===== config.mk =====
export PLATFORM = sky130hd
export DESIGN_NAME = branch_predictor
export DESIGN_NICKNAME = d
export VERILOG_FILES = /design/src/rtl/branch_predictor.sv
export SDC_FILE = /design/constraint.sdc
export NUM_CORES = 2
export LEC_CHECK = 0
export CORE_ASPECT_RATIO = 1.4
export CORE_MARGIN = 2
export CORE_UTILIZATION = 30
export DETAILED_ROUTE_END_ITERATION = 8
export PLACE_DENSITY = 0.47
export SYNTH_ARGS = -nofsm -noshare
export SYNTH_HDL_FRONTEND = slang
export SYNTH_SLANG_ARGS = --single-unit
export TNS_END_PERCENT = 10

===== constraint.sdc =====
create_clock -name clk -period 52.8 [get_ports clk]
set_input_delay 7.92 -clock clk [delete_from_list [all_inputs] [get_ports clk]]
set_output_delay 7.92 -clock clk [all_outputs]
set_load 0.03 [all_outputs]

===== src/rtl/branch_predictor.sv =====
// Branch predictor: 2-bit saturating BHT plus a direct-mapped BTB, with combinational lookup.
// Defining BP_GSHARE_EN enables gshare indexing (PC bits XOR global history); otherwise the predictor is bimodal.
module branch_predictor #(
    parameter int BP_IDX_BITS  = 8,
    parameter int BTB_IDX_BITS = 4,
    parameter int DBITS        = 32
) (
    input  logic                   clk,
    input  logic                   reset,
    input  logic [DBITS-1:0]       fe_pc,
    output logic                   pred_taken,
    output logic [DBITS-1:0]       pred_target,
    output logic [BP_IDX_BITS-1:0] pred_idx,
    input  logic                   upd_valid,
    input  logic                   upd_taken,
    input  logic [BP_IDX_BITS-1:0] upd_idx,
    input  logic [DBITS-1:0]       upd_target,
    input  logic [DBITS-1:0]       upd_pc
);
    localparam int BHT_N = 1 << BP_IDX_BITS;
    localparam int BTB_N = 1 << BTB_IDX_BITS;
    localparam int TAG_W = DBITS - BTB_IDX_BITS - 2;

    typedef struct packed {
        logic             valid;
        logic [TAG_W-1:0] tag;
        logic [DBITS-1:0] target;
    } btb_entry_t;

    logic [1:0]             bht [BHT_N];
    btb_entry_t             btb [BTB_N];
    logic [BP_IDX_BITS-1:0] ghr;

    logic [BTB_IDX_BITS-1:0] fe_btb_idx, upd_btb_idx;
    logic [TAG_W-1:0]        fe_tag, upd_tag;
    btb_entry_t              fe_entry;
    logic                    btb_hit;

    assign fe_btb_idx  = fe_pc[BTB_IDX_BITS+1:2];
    assign fe_tag      = fe_pc[DBITS-1:BTB_IDX_BITS+2];
    assign upd_btb_idx = upd_pc[BTB_IDX_BITS+1:2];
    assign upd_tag     = upd_pc[DBITS-1:BTB_IDX_BITS+2];

    // Lookup reads registered state only, so a same-cycle update is seen one cycle later.
    assign pred_idx    = fe_pc[BP_IDX_BITS+1:2] ^ ghr;
    assign fe_entry    = btb[fe_btb_idx];
    assign btb_hit     = fe_entry.valid && (fe_entry.tag == fe_tag);
    assign pred_taken  = !reset && bht[pred_idx][1] && btb_hit;
    assign pred_target = pred_taken ? fe_entry.target : fe_pc + DBITS'(4);

    always_ff @(posedge clk or posedge reset) begin
        if (reset) begin
            for (int i = 0; i < BHT_N; i++) bht[i] <= 2'b01;
        end else if (upd_valid) begin
            if (upd_taken && bht[upd_idx] != 2'b11)
                bht[upd_idx] <= bht[upd_idx] + 2'b01;
            else if (!upd_taken && bht[upd_idx] != 2'b00)
                bht[upd_idx] <= bht[upd_idx] - 2'b01;
        end
    end

    // Only taken branches allocate; a not-taken resolution leaves the BTB alone.
    always_ff @(posedge clk or posedge reset) begin
        if (reset) begin
            for (int i = 0; i < BTB_N; i++) btb[i] <= '0;
        end else if (upd_valid && upd_taken) begin
            btb[upd_btb_idx] <= '{valid: 1'b1, tag: upd_tag, target: upd_target};
        end
    end

`ifdef BP_GSHARE_EN
    always_ff @(posedge clk or posedge reset) begin
        if (reset)          ghr <= '0;
        else if (upd_valid) ghr <= {ghr[BP_IDX_BITS-2:0], upd_taken};
    end
`else
    assign ghr = '0;
`endif

    // Byte-offset bits of the PCs carry no information for prediction.
    logic unused_pc_bits;
    assign unused_pc_bits = &{1'b0, fe_pc[1:0], upd_pc[1:0]};

endmodule

After elaboration in Yosys (flattened, before gate mapping)
Index checks and enable logic that the tools add are counted.
{"block": "word_totals", "register_bits": 1456, "output_inout_bits": 41, "wordCells": 351}
{"block": "classes", "n_addsub": 3, "magnitude_cmp": 6, "n_eq_ne": 2, "muxes": 19, "bitwise": 4, "n_reduce_logical": 13}
{"cell": "512-bit bitwise mux", "count": 2}
{"cell": "512-bit 2-to-1 mux", "count": 2}
{"cell": "944-bit bitwise mux", "count": 1}
{"cell": "59-bit binary-select mux with 4-bit select", "count": 1}
{"cell": "59-bit demux with 4-bit select", "count": 1}
{"cell": "59-bit 2-to-1 mux", "count": 3}
{"cell": "32-bit by 3-bit adder with 32-bit output, second input constant", "count": 1}
{"cell": "2-bit binary-select mux with 8-bit select", "count": 2}
{"cell": "32-bit 2-to-1 mux", "count": 1}
{"cell": "26-bit == test", "count": 1}
{"cell": "9-bit >= comparator, second input constant", "count": 2}
{"cell": "8-bit inverter with 9-bit output", "count": 2}
{"cell": "2-bit demux with 8-bit select", "count": 1}
{"cell": "5-bit >= comparator, second input constant", "count": 2}
{"cell": "2-bit 2-to-1 mux", "count": 5}
{"cell": "4-bit inverter with 5-bit output", "count": 2}
{"cell": "9-bit by 1-bit < comparator with 1-bit output, second input constant", "count": 1}
{"cell": "1-bit logical AND", "count": 8}
{"cell": "5-bit by 1-bit < comparator with 1-bit output, second input constant", "count": 1}
{"cell": "2-bit nonzero test", "count": 2}
{"cell": "2-bit by 1-bit adder with 2-bit output, second input constant", "count": 1}
{"cell": "1-bit zero test", "count": 2}
{"cell": "2-bit inequality test, second input constant", "count": 1}
{"cell": "2-bit AND reduction", "count": 1}
{"cell": "2-bit by 1-bit subtractor with 2-bit output, second input constant", "count": 1}

Longest topological paths before layout
{"block": "depth", "word_depth": 8, "depth_mapped": 20}

Least setup slack after synthesis
No wires, ideal clock.
{"block": "synth_timing", "kind": "input to output", "start": "input fe_pc[3]", "end": "output pred_target[10]", "arrival_time_ps": 11070, "required_time_ps": 44880, "path_slack_ps": 33810, "cell_stages": 12, "cell_sequence": "buf_4 buf_6 buf_6 buf_4 buf_2 buf_4 buf_2 buf_2 clkbuf_1 mux4_2 mux4_2 mux2_1"}
{"block": "synth_between", "elab_chain_len": 8, "word_cells_on_any_way": 14}
{"item": "start: declaration", "line_no": "10", "text": "input logic [DBITS-1:0] fe_pc,"}
{"item": "branches (longest 7 deep; another with 8-bit inverter with 9-bit output)"}
{"item": "32-bit 2-to-1 mux *", "line_no": "49", "text": "assign pred_target = pred_taken ? fe_entry.target : fe_pc + DBITS'(4);"}
{"item": "end: declaration", "line_no": "12", "text": "output logic [DBITS-1:0] pred_target,"}
Every way passes the cells marked *. The select of a mux whose other input is x is not followed.

Worst setup path after layout
{"block": "layout_timing", "start": "input fe_pc[3]", "end": "output pred_target[3]"}
The elaborated chain is that of the path after synthesis.

==> impl_metrics.py <==
metrics = {
    "yosys": {
        "synth.avg_cell_area_um2": 15.2,
        "ys_async_sr_fraction_pct": 100,
        "synthCells": 4664,
        "ys.warnings.count": 0,
        "ys_seq_area_share_pct": 51.8,
        "synth_edf_count": 0,
        "synth_nets": 4775,
        "synth_flop_cell": "dfrtp_1",
        "ys_ff_latch": 1456,
        "synth.distinct_cells": 75,
        "synth_area_um2": 71000,
    },
    "cts": {
        "htree_levels": 4,
        "path_clk_slew_ps": 50,
        "clockBufferDepth": 4,
        "clk-insertion-delay-late_ps": 810,
        "cts_resized": 0,
        "cts_tree": "yes",
        "cts_setup_buffers": 0,
        "cts_root_buffer": "clkbuf_16",
        "cts_made_buffers": 166,
        "clock-sinks": 1456,
        "cts_hold_buf": 0,
    },
    "power": {
        "seqPwrFrac_pct": 46.4,
        "p_int_mw": 2.16,
        "clock_power_share_pct": 38.8,
        "powerDensity_nw_per_um2": 36.1,
        "sw_frac_of_total_pct": 25.7,
        "vdd_drop_max_uv": 26.8,
        "switchingPower_uw": 747,
        "comb_power_share_pct": 14.8,
        "p_leak_nw": 34.0,
    },
    "setup_path": {
        "end_kind": "output pin",
        "cp-start-kind": "primary input",
        "required_ps": 44880,
        "arrival_ps": 14730,
        "worstPathCellList": "buf_8 > buf_4 > buf_4 > buf_4 > buf_4 > mux4_2 > mux2i_1 > o22ai_1 > nand2_1 > o211ai_1 > nor4_1 > nand4_1 > buf_4 > mux2_1 > clkdlybuf4s50_1",
        "crit_fanout": 55,
        "setup.worst_path.class": "in -> out",
        "cp_slowest_stage_delay_ps": 760,
        "critical_path.slowest_cell": "buf_4",
        "cp_common_cell": "buf_4",
    },
    "route": {
        "drt_iter0_drc": 2296,
        "viasPerCell": 5.23,
        "route.detailed.drc": 0,
        "drt-pass1-iter-count": 5,
        "wl_per_cell_um": 27.8,
        "ant_nets": 0,
        "via_count": 41200,
        "routed_wirelength_um": 219000,
    },
    "placement": {
        "place_congestion": 0.859,
        "portBuffers": 146,
        "place_area_um2": 75400,
        "dpl_worst_slack_ps": 29910,
        "dp.cells": 7577,
        "dp_hpwl_um": 133000,
    },
    "cells_and_area": {
        "area_growth_pct": 13.4,
        "mostFrequentLayoutCell": "mux2_2",
        "stdcell_count": 7871,
        "postLayoutCellArea_um2": 80500,
        "final_util_pct": 34.2,
        "drive_gt1_share_pct": 53.3,
        "mostFrequentLayoutCells": "1455 x mux2_2, 1200 x dfrtp_1, 452 x mux4_2",
        "nets": 4768,
    },
    "global_routing": {
        "grt-ovfl-total": 0,
        "antenna_found_initial": 29,
        "grt_pass1_wl_um": 324000,
        "first_global_vias": 44900,
        "grt_max_degree": 171,
        "grt_usage_pct": 18.1,
    },
    "sta": {
        "tns_ps": 0,
        "slew_violations": 0,
        "setup_viol": 0,
        "max_freq_mhz": 44.1,
        "layout_setup_ws_ps": 30150,
        "min_period_ps": 22650,
        "hold_violations": 0,
        "rsz0062_at_grt": "no",
        "skew_ps": 56.3,
        "finalCritPeriodShare_pct": 42.9,
        "relSlewSlack_pct": 11.7,
        "tightestPinTransition_ps": 1320,
    },
    "die": {
        "die-area_um2": 241000,
        "start_util_pct": 30.1,
        "chipWidth_um": 415,
        "core_area_um2": 236000,
        "pin_count": 149,
        "fp-row-count": 211,
        "dieHeight_um": 580,
    },
    "status": {
        "status": "complete, no violations",
    },
    "min_path": {
        "hold_path_class": "reg -> reg",
    },
    "run": {
        "max-cap-violations": 0,
    },
}
-- power groups by stage --
stage | clock [mW] | sequential, mW | combinational, mW
floorplan | 0 | 1.35 | 0.324
global placement | 0 | 1.36 | 0.431
detailed placement | 0 | 1.37 | 0.439
CTS | 1.16 | 1.35 | 0.440
global route | 1.21 | 1.37 | 0.464
finish | 1.13 | 1.35 | 0.430
-- cell usage after synthesis (4+ instances only) --
| library cell | instances | share of area, % |
|---|---|---|
| dfstp_2 | 256 | 9.5 |
| or2_2 | 10 | 0.088 |
| and3_1 | 6 | 0.053 |
| mux4_1 | 25 | 0.92 |
| dfrtp_1 | 1200 | 42 |
| buf_1 | 49 | 0.26 |
| inv_1 | 19 | 0.10 |
| mux2i_1 | 92 | 1.3 |
| o22ai_1 | 15 | 0.13 |
| nor2b_1 | 17 | 0.15 |
| mux2_1 | 29 | 0.46 |
| a31oi_1 | 5 | 0.044 |
| o21ai_0 | 12 | 0.085 |
| buf_4 | 41 | 0.43 |
| nand3_1 | 26 | 0.18 |
| a22o_1 | 10 | 0.12 |
| nor4_1 | 7 | 0.062 |
| xor2_1 | 10 | 0.12 |
| nand2b_1 | 11 | 0.097 |
| clkbuf_1 | 259 | 1.4 |
| a311oi_1 | 5 | 0.062 |
| mux2_2 | 1455 | 23 |
| o211ai_1 | 11 | 0.12 |
| or3_1 | 5 | 0.044 |
| nand4_1 | 17 | 0.15 |
| a221oi_1 | 9 | 0.11 |
| buf_6 | 11 | 0.17 |
| nor2_1 | 307 | 1.6 |
| and2_1 | 4 | 0.035 |
| buf_2 | 49 | 0.35 |
| nor3_1 | 13 | 0.092 |
| or4_1 | 6 | 0.063 |
| a211oi_1 | 5 | 0.053 |
| a22oi_1 | 17 | 0.18 |
| mux4_2 | 452 | 14 |
| xnor2_1 | 38 | 0.47 |
| nand2_1 | 93 | 0.49 |
| a21oi_1 | 9 | 0.063 |
-- cell type report --
cell class / instances / area (um2)
fill: 22800 / 155000
sequential: 1456 / 36800
multi-input combinational: 2772 / 32400
clock buffer: 250 / 4820
tap: 3088 / 3860
timing repair buffer: 240 / 2230
clock inverter: 35 / 333
inverter: 21 / 91.3
antenna: 9 / 22.5
-- worst max-delay path, delay by kind of cell --
kind / cells / cell delay, ps
simple gates: 3 / 630
compound gates: 2 / 280
mux: 3 / 1730
buf+inv: 7 / 3910
-- per-stage QoR --
step / power [mW] / hold WS, ps
final: 2.90 / 460
after detailed placement: 1.81 / 447
after global placement: 1.79 / 444
after global routing: 3.04 / 474
after floorplan: 1.67 / 429
after CTS: 2.95 / 461
-- per-layer routing --
metal	routed length, um	track usage (%)
met5	105	0
met4	5050	4.39
met3	9650	2.71
met2	112000	31.7
met1	92500	23.5
-- final timing paths --
check | startpoint | endpoint | slack (ps) | depth (start not counted)
setup reg to reg | bht[355] | bht[357] | 47240 | 15
max in group asynchronous | reset | btb[200] | 40560 | 6
hold reg to reg | btb[117] | btb[117] | 460 | 1
hold / removal | btb[117] | btb[117] | 460 | 1
min in group asynchronous | reset | btb[639] | 8190 | 2
setup / recovery | fe_pc[3] | pred_target[3] | 30150 | 15
-- cell families after synthesis --
kind of cell               share of synthesized area, %
and+or+nand+nor                                    3.28
xor gates and xnor gates                          0.592
adders and majority gates                        0.0529
buffers and inverters                              2.81
muxes                                              40.1
DFF                                                51.8
AOI/OAI and AO/OA                                  1.40
No activity file was read; power rests on OpenSTA's default activity.
